==> src/rtl/rtc_bus_secuenciador.sv <==
// rtc_bus_secuenciador
// Sequences a single RTC register access over the multiplexed 8-bit
// address/data bus: address phase, bus turnaround, then a write or read data
// phase. The strobes and the bus-driver controls are all registered.
//
// Ports:
//   clk, reset_n       clock (rising edge), asynchronous active-low reset
//   start              access request, sampled in IDLE
//   lectura            1 = read, 0 = write (latched with start)
//   direccion          register address    (latched with start)
//   dato_esc           write data          (latched with start)
//   dato_bus_in        byte returned by the bus driver
//   flag_escritura     driver drive-enable
//   flag_lectura       driver read flag
//   dato_bus_out       byte presented to the driver
//   cs_n/ad_n/wr_n/rd_n RTC strobes, active low
//   dato_leido         last captured read byte
//   busy               high in every state except IDLE
//   done               one-cycle pulse in FIN
//   pendiente          (SEC_PENDIENTE_EN only) one request is queued
//
// Optional feature macro: SEC_PENDIENTE_EN adds a one-deep pending request.
module rtc_bus_secuenciador #(
  parameter int unsigned T_SU   = 2,
  parameter int unsigned T_PW   = 4,
  parameter int unsigned T_H    = 2,
  parameter int unsigned T_TURN = 2
) (
  input  logic       clk,
  input  logic       reset_n,
  input  logic       start,
  input  logic       lectura,
  input  logic [7:0] direccion,
  input  logic [7:0] dato_esc,
  input  logic [7:0] dato_bus_in,
  output logic       flag_escritura,
  output logic       flag_lectura,
  output logic [7:0] dato_bus_out,
  output logic       cs_n,
  output logic       ad_n,
  output logic       wr_n,
  output logic       rd_n,
  output logic [7:0] dato_leido,
  output logic       busy,
  output logic       done
`ifdef SEC_PENDIENTE_EN
  ,
  output logic       pendiente
`endif
);

  typedef enum logic [3:0] {
    S_IDLE, S_A_SU, S_A_PW, S_A_H, S_TURN, S_D_SU, S_D_PW, S_D_H, S_FIN
  } state_t;

  state_t     state, state_nxt;
  logic [7:0] cnt, cnt_nxt;
  logic       lat_rd, rd_nxt;
  logic [7:0] lat_dir, dir_nxt, lat_dat, dat_nxt;
  logic       launch;
  logic       nx_addr, nx_data;

  function automatic logic [7:0] dur(input state_t s);
    case (s)
      S_A_SU, S_D_SU: dur = 8'(T_SU - 1);
      S_A_PW, S_D_PW: dur = 8'(T_PW - 1);
      S_A_H,  S_D_H:  dur = 8'(T_H - 1);
      S_TURN:         dur = 8'(T_TURN - 1);
      default:        dur = '0;
    endcase
  endfunction

  function automatic state_t succ(input state_t s);
    case (s)
      S_A_SU:  succ = S_A_PW;
      S_A_PW:  succ = S_A_H;
      S_A_H:   succ = S_TURN;
      S_TURN:  succ = S_D_SU;
      S_D_SU:  succ = S_D_PW;
      S_D_PW:  succ = S_D_H;
      S_D_H:   succ = S_FIN;
      default: succ = S_IDLE;
    endcase
  endfunction

`ifdef SEC_PENDIENTE_EN
  logic       pend_rd;
  logic [7:0] pend_dir, pend_dat;

  assign launch = start || pendiente;

  // A queued request is launched from IDLE in preference to a new start.
  always_ff @(posedge clk or negedge reset_n) begin
    if (!reset_n) begin
      pendiente <= 1'b0;
      pend_rd   <= 1'b0;
      pend_dir  <= '0;
      pend_dat  <= '0;
    end else if (state == S_IDLE) begin
      pendiente <= 1'b0;
    end else if (start && !pendiente) begin
      pendiente <= 1'b1;
      pend_rd   <= lectura;
      pend_dir  <= direccion;
      pend_dat  <= dato_esc;
    end
  end
`else
  assign launch = start;
`endif

  always_comb begin
    state_nxt = state;
    cnt_nxt   = cnt;
    rd_nxt    = lat_rd;
    dir_nxt   = lat_dir;
    dat_nxt   = lat_dat;
    if (state == S_IDLE) begin
      if (launch) begin
        state_nxt = S_A_SU;
        cnt_nxt   = dur(S_A_SU);
`ifdef SEC_PENDIENTE_EN
        if (pendiente) begin
          rd_nxt  = pend_rd;
          dir_nxt = pend_dir;
          dat_nxt = pend_dat;
        end else begin
          rd_nxt  = lectura;
          dir_nxt = direccion;
          dat_nxt = dato_esc;
        end
`else
        rd_nxt  = lectura;
        dir_nxt = direccion;
        dat_nxt = dato_esc;
`endif
      end
    end else if (cnt == '0) begin
      state_nxt = succ(state);
      cnt_nxt   = dur(state_nxt);
    end else begin
      cnt_nxt = cnt - 8'd1;
    end
  end

  assign nx_addr = (state_nxt == S_A_SU) || (state_nxt == S_A_PW) || (state_nxt == S_A_H);
  assign nx_data = (state_nxt == S_D_SU) || (state_nxt == S_D_PW) || (state_nxt == S_D_H);

  // Outputs are decoded from the next state so they line up with the state register.
  always_ff @(posedge clk or negedge reset_n) begin
    if (!reset_n) begin
      state          <= S_IDLE;
      cnt            <= '0;
      lat_rd         <= 1'b0;
      lat_dir        <= '0;
      lat_dat        <= '0;
      cs_n           <= 1'b1;
      ad_n           <= 1'b1;
      wr_n           <= 1'b1;
      rd_n           <= 1'b1;
      flag_escritura <= 1'b0;
      flag_lectura   <= 1'b0;
      dato_bus_out   <= '0;
      dato_leido     <= '0;
      busy           <= 1'b0;
      done           <= 1'b0;
    end else begin
      state          <= state_nxt;
      cnt            <= cnt_nxt;
      lat_rd         <= rd_nxt;
      lat_dir        <= dir_nxt;
      lat_dat        <= dat_nxt;
      cs_n           <= !(nx_addr || nx_data || (state_nxt == S_TURN));
      ad_n           <= !nx_addr;
      wr_n           <= !((state_nxt == S_A_PW) || ((state_nxt == S_D_PW) && !rd_nxt));
      rd_n           <= !((state_nxt == S_D_PW) && rd_nxt);
      flag_escritura <= nx_addr || (nx_data && !rd_nxt);
      flag_lectura   <= rd_nxt && ((state_nxt == S_D_SU) || (state_nxt == S_D_PW));
      dato_bus_out   <= nx_addr ? dir_nxt : ((nx_data && !rd_nxt) ? dat_nxt : '0);
      busy           <= (state_nxt != S_IDLE);
      done           <= (state_nxt == S_FIN);
      // Capture on the last D_PW cycle, while rd_n is still low.
      if ((state == S_D_PW) && (cnt == '0) && lat_rd)
        dato_leido <= dato_bus_in;
    end
  end

endmodule

==> config.mk <==
export PLATFORM = sky130hd
export DESIGN_NAME = rtc_bus_secuenciador
export DESIGN_NICKNAME = d
export VERILOG_FILES = /design/src/rtl/rtc_bus_secuenciador.sv
export SDC_FILE = /design/constraint.sdc
export NUM_CORES = 1
export LEC_CHECK = 0
export ABC_AREA = 1
export ABC_CLOCK_PERIOD_IN_PS = 1700
export CORE_MARGIN = 4
export CORE_UTILIZATION = 30
export CTS_CLUSTER_DIAMETER = 200
export CTS_CLUSTER_SIZE = 16
export DETAILED_ROUTE_END_ITERATION = 8
export PLACE_DENSITY = 0.53
export SLEW_MARGIN = 20
export SYNTH_ARGS = -nofsm -noshare
export SYNTH_HDL_FRONTEND = slang
export SYNTH_SLANG_ARGS = --single-unit
==> constraint.sdc <==
create_clock -name clk -period 1.7 [get_ports clk]
set_input_delay 0.17 -clock clk [delete_from_list [all_inputs] [get_ports clk]]
set_output_delay 0.17 -clock clk [all_outputs]
set_load 0.01 [all_outputs]
* Word-level counts from Yosys, hierarchy flattened
Cells that the tools add are included.
Storage, ports and cells: register bits after elaboration 53, output and inout port bits 24
Cells by class: add/sub/neg operators 1, equal/unequal tests 23, multiplexer cells 18, reduce and logical (&&, ||, !) cells 24
Operators by type and width (count):
- $mux 8 | 9
- $eq 4x3->1 const B | 12
- $pmux 4 s7 | 1
- $eq 4x2->1 const B | 6
- $mux 4 | 5
- $eq 4x1->1 const B | 3
- $logic_not 8->1 | 1
- $logic_or 1x1->1 | 8
- $sub 8x1->8 const B | 1
- $logic_and 1x1->1 | 6
- $logic_not 1->1 | 5
- $reduce_or 5->1 | 1
- $eq 4x4->1 const B | 1
- $logic_not 4->1 | 1
- $pmux 2 s2 | 1
- $reduce_bool 4->1 | 1
- $mux 1 | 2
- $ne 2x2->1 const B | 1
- $reduce_or 2->1 | 1

* Logic depth before layout (Yosys ltp)
Gate-level depths: netlist of run 1.
word-level depth 12, mapped depth 11, gate-level depth less buffers 11

* Least setup slack after synthesis of run 1
No wires, ideal clock.
path type reg2reg, start register cnt[0], end register flag_escritura, library setup time 0.125 ns, data arrival time 1.462 ns, slack 0.113 ns, cell stages (with the launch flop) 12, path buffers 0, cell sequence dfrtp_1 > inv_1 > ha_1 > inv_1 > nor2_2 > nand2_4 > nand2_1 > nand2_2 > nor2_8 > inv_4 > nand2_2 > o21ai_1
Between the ends: word-level cells in the longest chain between the ends 8
Ends and longest elaborated chain:
- start: declaration | RTL line 57 | logic [7:0] cnt, cnt_nxt;
- start signal: assignment | RTL line 169 | cnt <= cnt_nxt;
- $logic_not 8->1 (*) | RTL line 138 | end else if (cnt == '0) begin
- $mux 4 (*) | RTL line 138
- $mux 4 (*) | RTL line 118 | if (state == S_IDLE) begin
- via state_nxt[1] | RTL line 56 | state_t state, state_nxt;
- $eq 4x3->1 | RTL line 147 | assign nx_data = (state_nxt == S_D_SU) || (state_nxt == S_D_PW) || (state_nxt == S_D_H);
- $logic_or 1x1->1 (2 in a row) | RTL line 147
- $logic_and 1x1->1 | RTL line 177 | flag_escritura <= nx_addr || (nx_data && !rd_nxt);
- $logic_or 1x1->1 (*) | RTL line 177
- end signal: assignment | RTL line 177
- end: declaration | RTL line 36 | output logic flag_escritura,
Mark *: on every way through the listed nets, which the timed path passes. The rest lies on a longest branch. A chain may end at the register's enable or synchronous reset.

* Worst setup path in the final report of run 1
start register cnt[2], end register dato_bus_out[3]
Between the ends: word-level cells in the longest chain between the ends 9
Ends and longest elaborated chain:
- $logic_not 8->1 (*) | RTL line 138
- $mux 4 (*) | RTL line 138
- $mux 4 (*) | RTL line 118
- via state_nxt[0] | RTL line 56
- $eq 4x3->1 | RTL line 147
- $logic_or 1x1->1 (2 in a row) | RTL line 147
- $logic_and 1x1->1 | RTL line 179 | dato_bus_out <= nx_addr ? dir_nxt : ((nx_data && !rd_nxt) ? dat_nxt : '0);
- $mux 8 | RTL line 179
- $mux 8 (*) | RTL line 179
- end signal: assignment | RTL line 179
- end: declaration | RTL line 38 | output logic [7:0] dato_bus_out,
Marks and branches as above.

==> results of run 1 <==
registers in the layout (all words and copies together), names as in the netlist:
| register | cells |
|---|---|
| cs_n | 1 |
| state | 4 |
| flag_lectura | 1 |
| done | 1 |
| ad_n | 1 |
| lat_dat | 8 |
| wr_n | 1 |
| flag_escritura | 1 |
| dato_bus_out | 8 |
| dato_leido | 8 |
| busy | 1 |
| lat_dir | 8 |
| cnt | 8 |
| rd_n | 1 |
| lat_rd | 1 |
cells in the mapped netlist:
master | number | area share (%)
nor3_1 | 2 | 0.41
xnor2_1 | 1 | 0.36
inv_2 | 6 | 0.93
nor2_8 | 2 | 1.7
nand4_2 | 1 | 0.52
dfrtp_1 | 49 | 51
nor2_1 | 12 | 1.9
buf_2 | 2 | 0.41
a21oi_1 | 3 | 0.62
nand2_1 | 109 | 17
nand3b_1 | 1 | 0.31
dfstp_2 | 4 | 4.3
nand3_1 | 12 | 2.5
nand3_2 | 1 | 0.41
nand4_1 | 2 | 0.52
nand3_4 | 2 | 1.4
o21ai_1 | 4 | 0.83
o22ai_1 | 6 | 1.6
o21ai_0 | 8 | 1.7
inv_4 | 1 | 0.26
nor2_2 | 3 | 0.78
ha_1 | 2 | 1.0
nor2_4 | 5 | 2.3
clkbuf_1 | 1 | 0.15
nand2_4 | 3 | 1.4
nand2_2 | 5 | 1.3
clkinv_1 | 1 | 0.15
xor2_1 | 4 | 1.4
inv_1 | 21 | 3.3
cell type report:
class / count / area [sq um]
flip-flops and latches: 53 / 1330
clock buffers: 5 / 68.8
fillers: 806 / 4350
well taps: 102 / 128
repair buffers: 74 / 718
repair inverters: 1 / 5.00
inverters: 29 / 114
clock inverters: 3 / 22.5
multi-input cells: 188 / 1030
worst max path at each step:
stage,start,endpoint,slack [ns],depth (start not counted)
finish,cnt[2]$_DFFE_PN0P_,dato_bus_out[3]$_DFF_PN0_,0.1,10
global route,state[0]$_DFF_PN0_,dato_bus_out[0]$_DFF_PN0_,-0.02,11
CTS,cnt[0]$_DFFE_PN0P_,dato_leido[4]$_DFFE_PN0P_,0.02,6
detailed placement,cnt[0]$_DFFE_PN0P_,flag_escritura$_DFF_PN0_,0.04,11
global placement,cnt[0]$_DFFE_PN0P_,flag_escritura$_DFF_PN0_,0.06,11
floorplan,cnt[0]$_DFFE_PN0P_,flag_escritura$_DFF_PN0_,0.11,11
per-stage QoR:
| stage | cells | area (sq um) | setup TNS, ns |
|---|---|---|---|
| 5_1_grt | 455 | 3420 | -0.151 |
| 3_5_place_dp | 431 | 3110 | 0 |
| 2_1_floorplan | 273 | 2420 | 0 |
| 4_1_cts | 440 | 3210 | 0 |
| 3_3_place_gp | 431 | 3110 | 0 |
| 6_report | 455 | 3420 | 0 |
worst max-delay path, cell delays in order, from the launching register on:
cell	delay, ns
dfrtp_1	0.43
nor2_2	0.14
nand2_1	0.10
nor2_4	0.20
nand2_2	0.09
nand3_4	0.13
nor2_8	0.06
buf_12	0.13
nor2_8	0.14
nand2_1	0.07
nand2_1	0.06
routing by layer:
| metal | routed length (um) | up-vias | global-route usage [%] |
|---|---|---|---|
| li1 | - | 1010 | - |
| met1 | 2730 | 908 | 16.3 |
| met2 | 2520 | 30 | 18.3 |
| met3 | 161 | 7 | 2.50 |
| met4 | 125 | 0 | 4.58 |
| met5 | 0 | - | 0 |
timing repair:
| action | in CTS | in global routing |
|---|---|---|
| buffers inserted | 0 | 14 |
| setup endpoints to repair | 0 | 21 |
| hold buffers | 1 | 0 |
| resized for setup | 0 | 24 |
| endpoints found under the hold margin | 49 | 0 |
report_power, final:
part	total [W]	internal (W)	switching [W]	leakage [nW]
sequential	0.00130	0.00129	0.00000946	0.614
clock	0.000726	0.000293	0.000432	0.0481
combinational	0.000160	0.0000920	0.0000683	0.974
logic make-up (layout without fill, tap and decap cells):
family | Yosys count | after routing | share of synthesized area (%)
AND/OR/NAND/NOR | 160 | 160 | 32.3
XOR/XNOR | 5 | 5 | 1.81
AO/OA/AOI/OAI | 21 | 21 | 4.65
flip-flops | 53 | 53 | 55.0
adder cells (fa/ha/maj) | 2 | 2 | 1.03
buffers and inverters | 32 | 112 | 5.17
==> flow_metrics.py, run 1 <==
metrics = {
    "synth": {
        "yosys_warnings": 0,
        "ys_ff_latch": 53,
        "syn_area_per_cell_sq_um": 8.86,
        "yosysSeqAreaShare_pct": 55.0,
        "syn_nets": 303,
        "synthCells": 273,
        "synth_area_sq_um": 2420,
        "synthDistinctLibCells": 29,
    },
    "drt": {
        "num_vias": 1955,
        "drtIter0Drc": 35,
        "ant_nets": 0,
        "drc": 0,
        "wl_per_cell_um": 12.2,
        "first_pass_iters": 4,
        "vias_per_cell": 4.30,
        "drt-total-wl_um": 5540,
    },
    "clock_network": {
        "htree_levels": 2,
        "clock-root-buffer": "clkbuf_8",
        "path_clk_slew_ns": 0.10,
        "cts.sinks": 53,
        "clockBufferDepth": 2,
        "insertion_delay_ns": 0.31,
        "cts_tree": "built",
        "cts_buffers": 5,
    },
    "worst_setup_path": {
        "crit_required_ns": 1.96,
        "reg2reg_to": "dato_bus_out[3]$_DFF_PN0_",
        "arrival_ns": 1.86,
        "ff2ff_path_depth": 10,
        "cp-start-kind": "flip-flop",
        "path_max_fanout": 8,
        "criticalPathCategory": "reg2reg",
        "r2r_start": "cnt[2]$_DFFE_PN0P_",
        "r2r_slack_ns": 0.1,
        "end_kind": "flip-flop",
    },
    "cells_and_area": {
        "fin_util_pct": 44.0,
        "num_antenna_cells": 0,
        "fin_nets": 382,
        "final_common_cell": "nand2_1",
        "final_cell_mix": "104 x nand2_1, 50 x clkdlybuf4s50_1, 47 x dfrtp_1",
        "synthToLayoutAreaGrowth_pct": 41.2,
        "drive_above_1_share_pct": 23.5,
    },
    "floorplan": {
        "die-area_sq_um": 9570,
        "rows": 32,
        "fp.dieH_um": 97.8,
        "io_pins": 52,
        "dieWidth_um": 97.8,
        "initial_core_util_pct": 31.2,
        "core_sq_um": 7770,
    },
    "placement": {
        "place_ws_ns": 0.0387,
        "gp_congestion": 0.800,
        "post-dp-hpwl_um": 3840,
        "numPortBuffers": 51,
    },
    "timing": {
        "fmax_mhz": 624,
        "drv_slew": 0,
        "hold_violations": 0,
        "skew_ns": 0.00904,
        "worstMarginPinSlew_ns": 0.297,
        "setup_ws_ns": 0.0965,
        "hold_ws_ns": 0.360,
        "period_needed_ns": 1.60,
        "relSlewSlack_pct": 80.2,
        "setup_viol": 0,
        "period_share_pct": 94.3,
        "grt_setup_unrepaired": "true",
    },
    "run": {
        "cap_violations": 0,
    },
    "global_routing": {
        "grt_pass1_wl_um": 9280,
        "grt_usage_pct": 11.8,
        "gr-total-overflow": 0,
        "grt_start_max_net_pins": 54,
        "grt_pass1_vias": 1937,
        "antenna_found_initial": 0,
    },
    "min_path": {
        "hold_class": "in2async",
    },
    "power": {
        "power_w": 0.00219,
        "powerDensity_nw_per_um2": 640,
        "irDropWorstVdd_v": 0.000256,
        "p_leak_nw": 1.64,
    },
    "run_status": {
        "status": "completed",
    },
}
(Power assumes the default switching activity.)
==> run 2, diff against run 1 <==
--- a/config.mk
+++ b/config.mk
@@ -13,6 +13,7 @@
 export CTS_CLUSTER_SIZE = 16
 export DETAILED_ROUTE_END_ITERATION = 8
 export PLACE_DENSITY = 0.53
+export REMOVE_ABC_BUFFERS = 1
 export SLEW_MARGIN = 20
 export SYNTH_ARGS = -nofsm -noshare
 export SYNTH_HDL_FRONTEND = slang
==> flow_metrics.py, run 2 (synthesis results as in run 1) <==
metrics = {
    "worst_setup_path": {
        "cp_slowest_cell": "dfrtp_1",
        "cp-start-kind": "flip-flop",
        "crit_path_frequent_cell": "nand2_1",
        "criticalPathCategory": "reg2reg",
        "end_kind": "flip-flop",
        "cp_cell_sequence": "nand2_1 > clkinv_1 > nor3_1 > nand2_2 > nand2_4 > nor2_8 > buf_12 > nor2_8 > nand2_1 > nand2_1",
        "crit_family": "simple AND/OR/NAND/NOR gates",
        "crit_buf_inv": 2,
        "arrival_ns": 1.87,
        "cpPeakStageDelay_ns": 0.45,
        "path_max_fanout": 8,
        "crit_required_ns": 1.95,
    },
    "timing": {
        "drv_slew": 0,
        "setup_viol": 0,
        "worstMarginPinSlew_ns": 0.300,
        "skew_ns": 0.0105,
        "relSlewSlack_pct": 80.0,
        "period_needed_ns": 1.62,
        "fmax_mhz": 615,
        "grt_setup_unrepaired": "true",
        "period_share_pct": 95.6,
        "hold_violations": 0,
    },
    "power": {
        "irDropWorstVdd_v": 0.000282,
        "clockPowerShare_pct": 37.5,
        "p_sw_share_pct": 22.0,
        "power_frac_comb_pct": 6.8,
        "power_w": 0.00234,
        "powerDensity_nw_per_um2": 676,
        "p_seq_share_pct": 55.6,
        "p_leak_nw": 1.65,
        "p_sw_w": 0.000515,
        "p_int_w": 0.00182,
    },
    "global_routing": {
        "grt_start_max_net_pins": 54,
        "grt_usage_pct": 11.8,
        "antenna_found_initial": 0,
        "gr-total-overflow": 0,
        "grt_pass1_wl_um": 9110,
        "grt_pass1_vias": 1861,
    },
    "cells_and_area": {
        "fill_cells": 775,
        "final_cell_mix": "102 x nand2_1, 50 x clkdlybuf4s50_1, 47 x dfrtp_1",
        "num_antenna_cells": 0,
        "multi_input_area_sq_um": 1030,
        "final_common_cell": "nand2_1",
        "synthToLayoutAreaGrowth_pct": 42.8,
        "layoutNonFillerInstCount": 457,
        "fin_util_pct": 44.5,
        "seq_area_sq_um": 1330,
        "fin_nets": 384,
        "drive_above_1_share_pct": 23.1,
    },
    "clock_network": {
        "clockBufferDepth": 2,
        "cts.sinks": 53,
        "path_clk_slew_ns": 0.10,
        "htree_levels": 2,
        "insertion_delay_ns": 0.31,
        "cts_buffers": 5,
        "clock-root-buffer": "clkbuf_8",
        "cts_tree": "built",
    },
    "floorplan": {
        "core_sq_um": 7770,
        "rows": 32,
        "die-area_sq_um": 9570,
        "io_pins": 52,
        "fp.dieH_um": 97.8,
        "dieWidth_um": 97.8,
        "initial_core_util_pct": 31.2,
    },
    "placement": {
        "post-dp-hpwl_um": 3890,
        "gp_congestion": 0.872,
        "dp_cells": 430,
        "numPortBuffers": 51,
    },
    "drt": {
        "vias_per_cell": 4.28,
        "drt-total-wl_um": 5710,
        "first_pass_iters": 4,
        "drtIter0Drc": 82,
        "ant_nets": 0,
        "num_vias": 1955,
        "drc": 0,
        "wl_per_cell_um": 12.5,
    },
    "run": {
        "cap_violations": 0,
    },
    "run_status": {
        "status": "completed",
    },
    "min_path": {
        "hold_class": "in2async",
    },
}
[run 2: cell types whose count changed in the layout (fill, tap and decap cells not counted), sizes merged]
cell      delta
clkinv       -2
clkinvlp     +1
buf          +2
bufinv       +1
[run 2: what timing repair did]
action | CTS | global route
hold buffers | 1 | 0
setup buffers | 5 | 12
resized for setup | 2 | 24
pin swaps | 3 | 16
endpoints found under the hold margin | 49 | 0
gates cloned | 0 | 1
endpoints found under the setup margin | 2 | 13
[run 2: metal layers]
layer  GRT usage, %  wire [um]  up-vias
met5              0          0        -
met4           3.19         50        0
met3           3.29        318        4
met2           18.0       2560       46
met1           16.5       2780      898
li1               -          -     1007
[run 2: power groups by stage]
stage,Combinational [W],Sequential (W),Clock (W)
final,0.000159,0.00130,0.000877
after global routing,0.000178,0.00130,0.000956
after CTS,0.000163,0.00130,0.000899
after detailed placement,0.000161,0.00132,0
after global placement,0.000161,0.00132,0
after floorplan,0.0000347,0.00133,0
[run 2: worst paths after layout]
path / startpoint / to / slack, ns / cells after the start
min: reset_n / cnt[7]$_DFFE_PN0P_ / 0.36 / 3
min in group clk: dato_bus_in[6] / dato_leido[6]$_DFFE_PN0P_ / 0.41 / 3
min reg2reg: lat_dat[1]$_DFF_PN0_ / lat_dat[1]$_DFF_PN0_ / 0.48 / 2
max in group asynchronous: reset_n / rd_n$_DFF_PN1_ / 1.03 / 3
max reg2reg: state[1]$_DFF_PN0_ / dato_bus_out[7]$_DFF_PN0_ / 0.08 / 10
max: state[1]$_DFF_PN0_ / dato_bus_out[7]$_DFF_PN0_ / 0.08 / 10
[run 2: per-stage QoR]
| step | instance area [sq um] | TNS [ns] | hold slack, ns | setup slack (ns) |
|---|---|---|---|---|
| floorplan | 2410 | 0 | -0.126 | 0.113 |
| global placement | 3100 | 0 | 0.190 | 0.0183 |
| detailed placement | 3100 | 0 | 0.188 | 0.00859 |
| CTS | 3280 | 0 | 0.391 | 0.0167 |
| global route | 3460 | -0.318 | 0.395 | -0.0439 |
| finish | 3460 | 0 | 0.364 | 0.0752 |
[run 2: area by class of cell]
class	count	area share (%)
inverter	29	3.29
tap	102	3.69
clock buffer	5	1.99
sequential	53	38.6
multi-input combinational	188	29.9
clock inverter	3	1.34
timing repair buffer	76	21.0
timing repair inverter	1	0.181
[run 2: worst min-delay path: stages]
cell and delay [ns]:
dlygate4sd3_1 0.52, buf_2 0.12, buf_12 0.26
==> run 3, diff against run 2 <==
--- a/config.mk
+++ b/config.mk
@@ -12,6 +12,7 @@
 export CTS_CLUSTER_DIAMETER = 200
 export CTS_CLUSTER_SIZE = 16
 export DETAILED_ROUTE_END_ITERATION = 8
+export HOLD_SLACK_MARGIN = 0.15
 export PLACE_DENSITY = 0.53
 export REMOVE_ABC_BUFFERS = 1
 export SLEW_MARGIN = 20
==> results of run 3 <==
The final DEF is identical to that of run 2; final timing and power are the same.
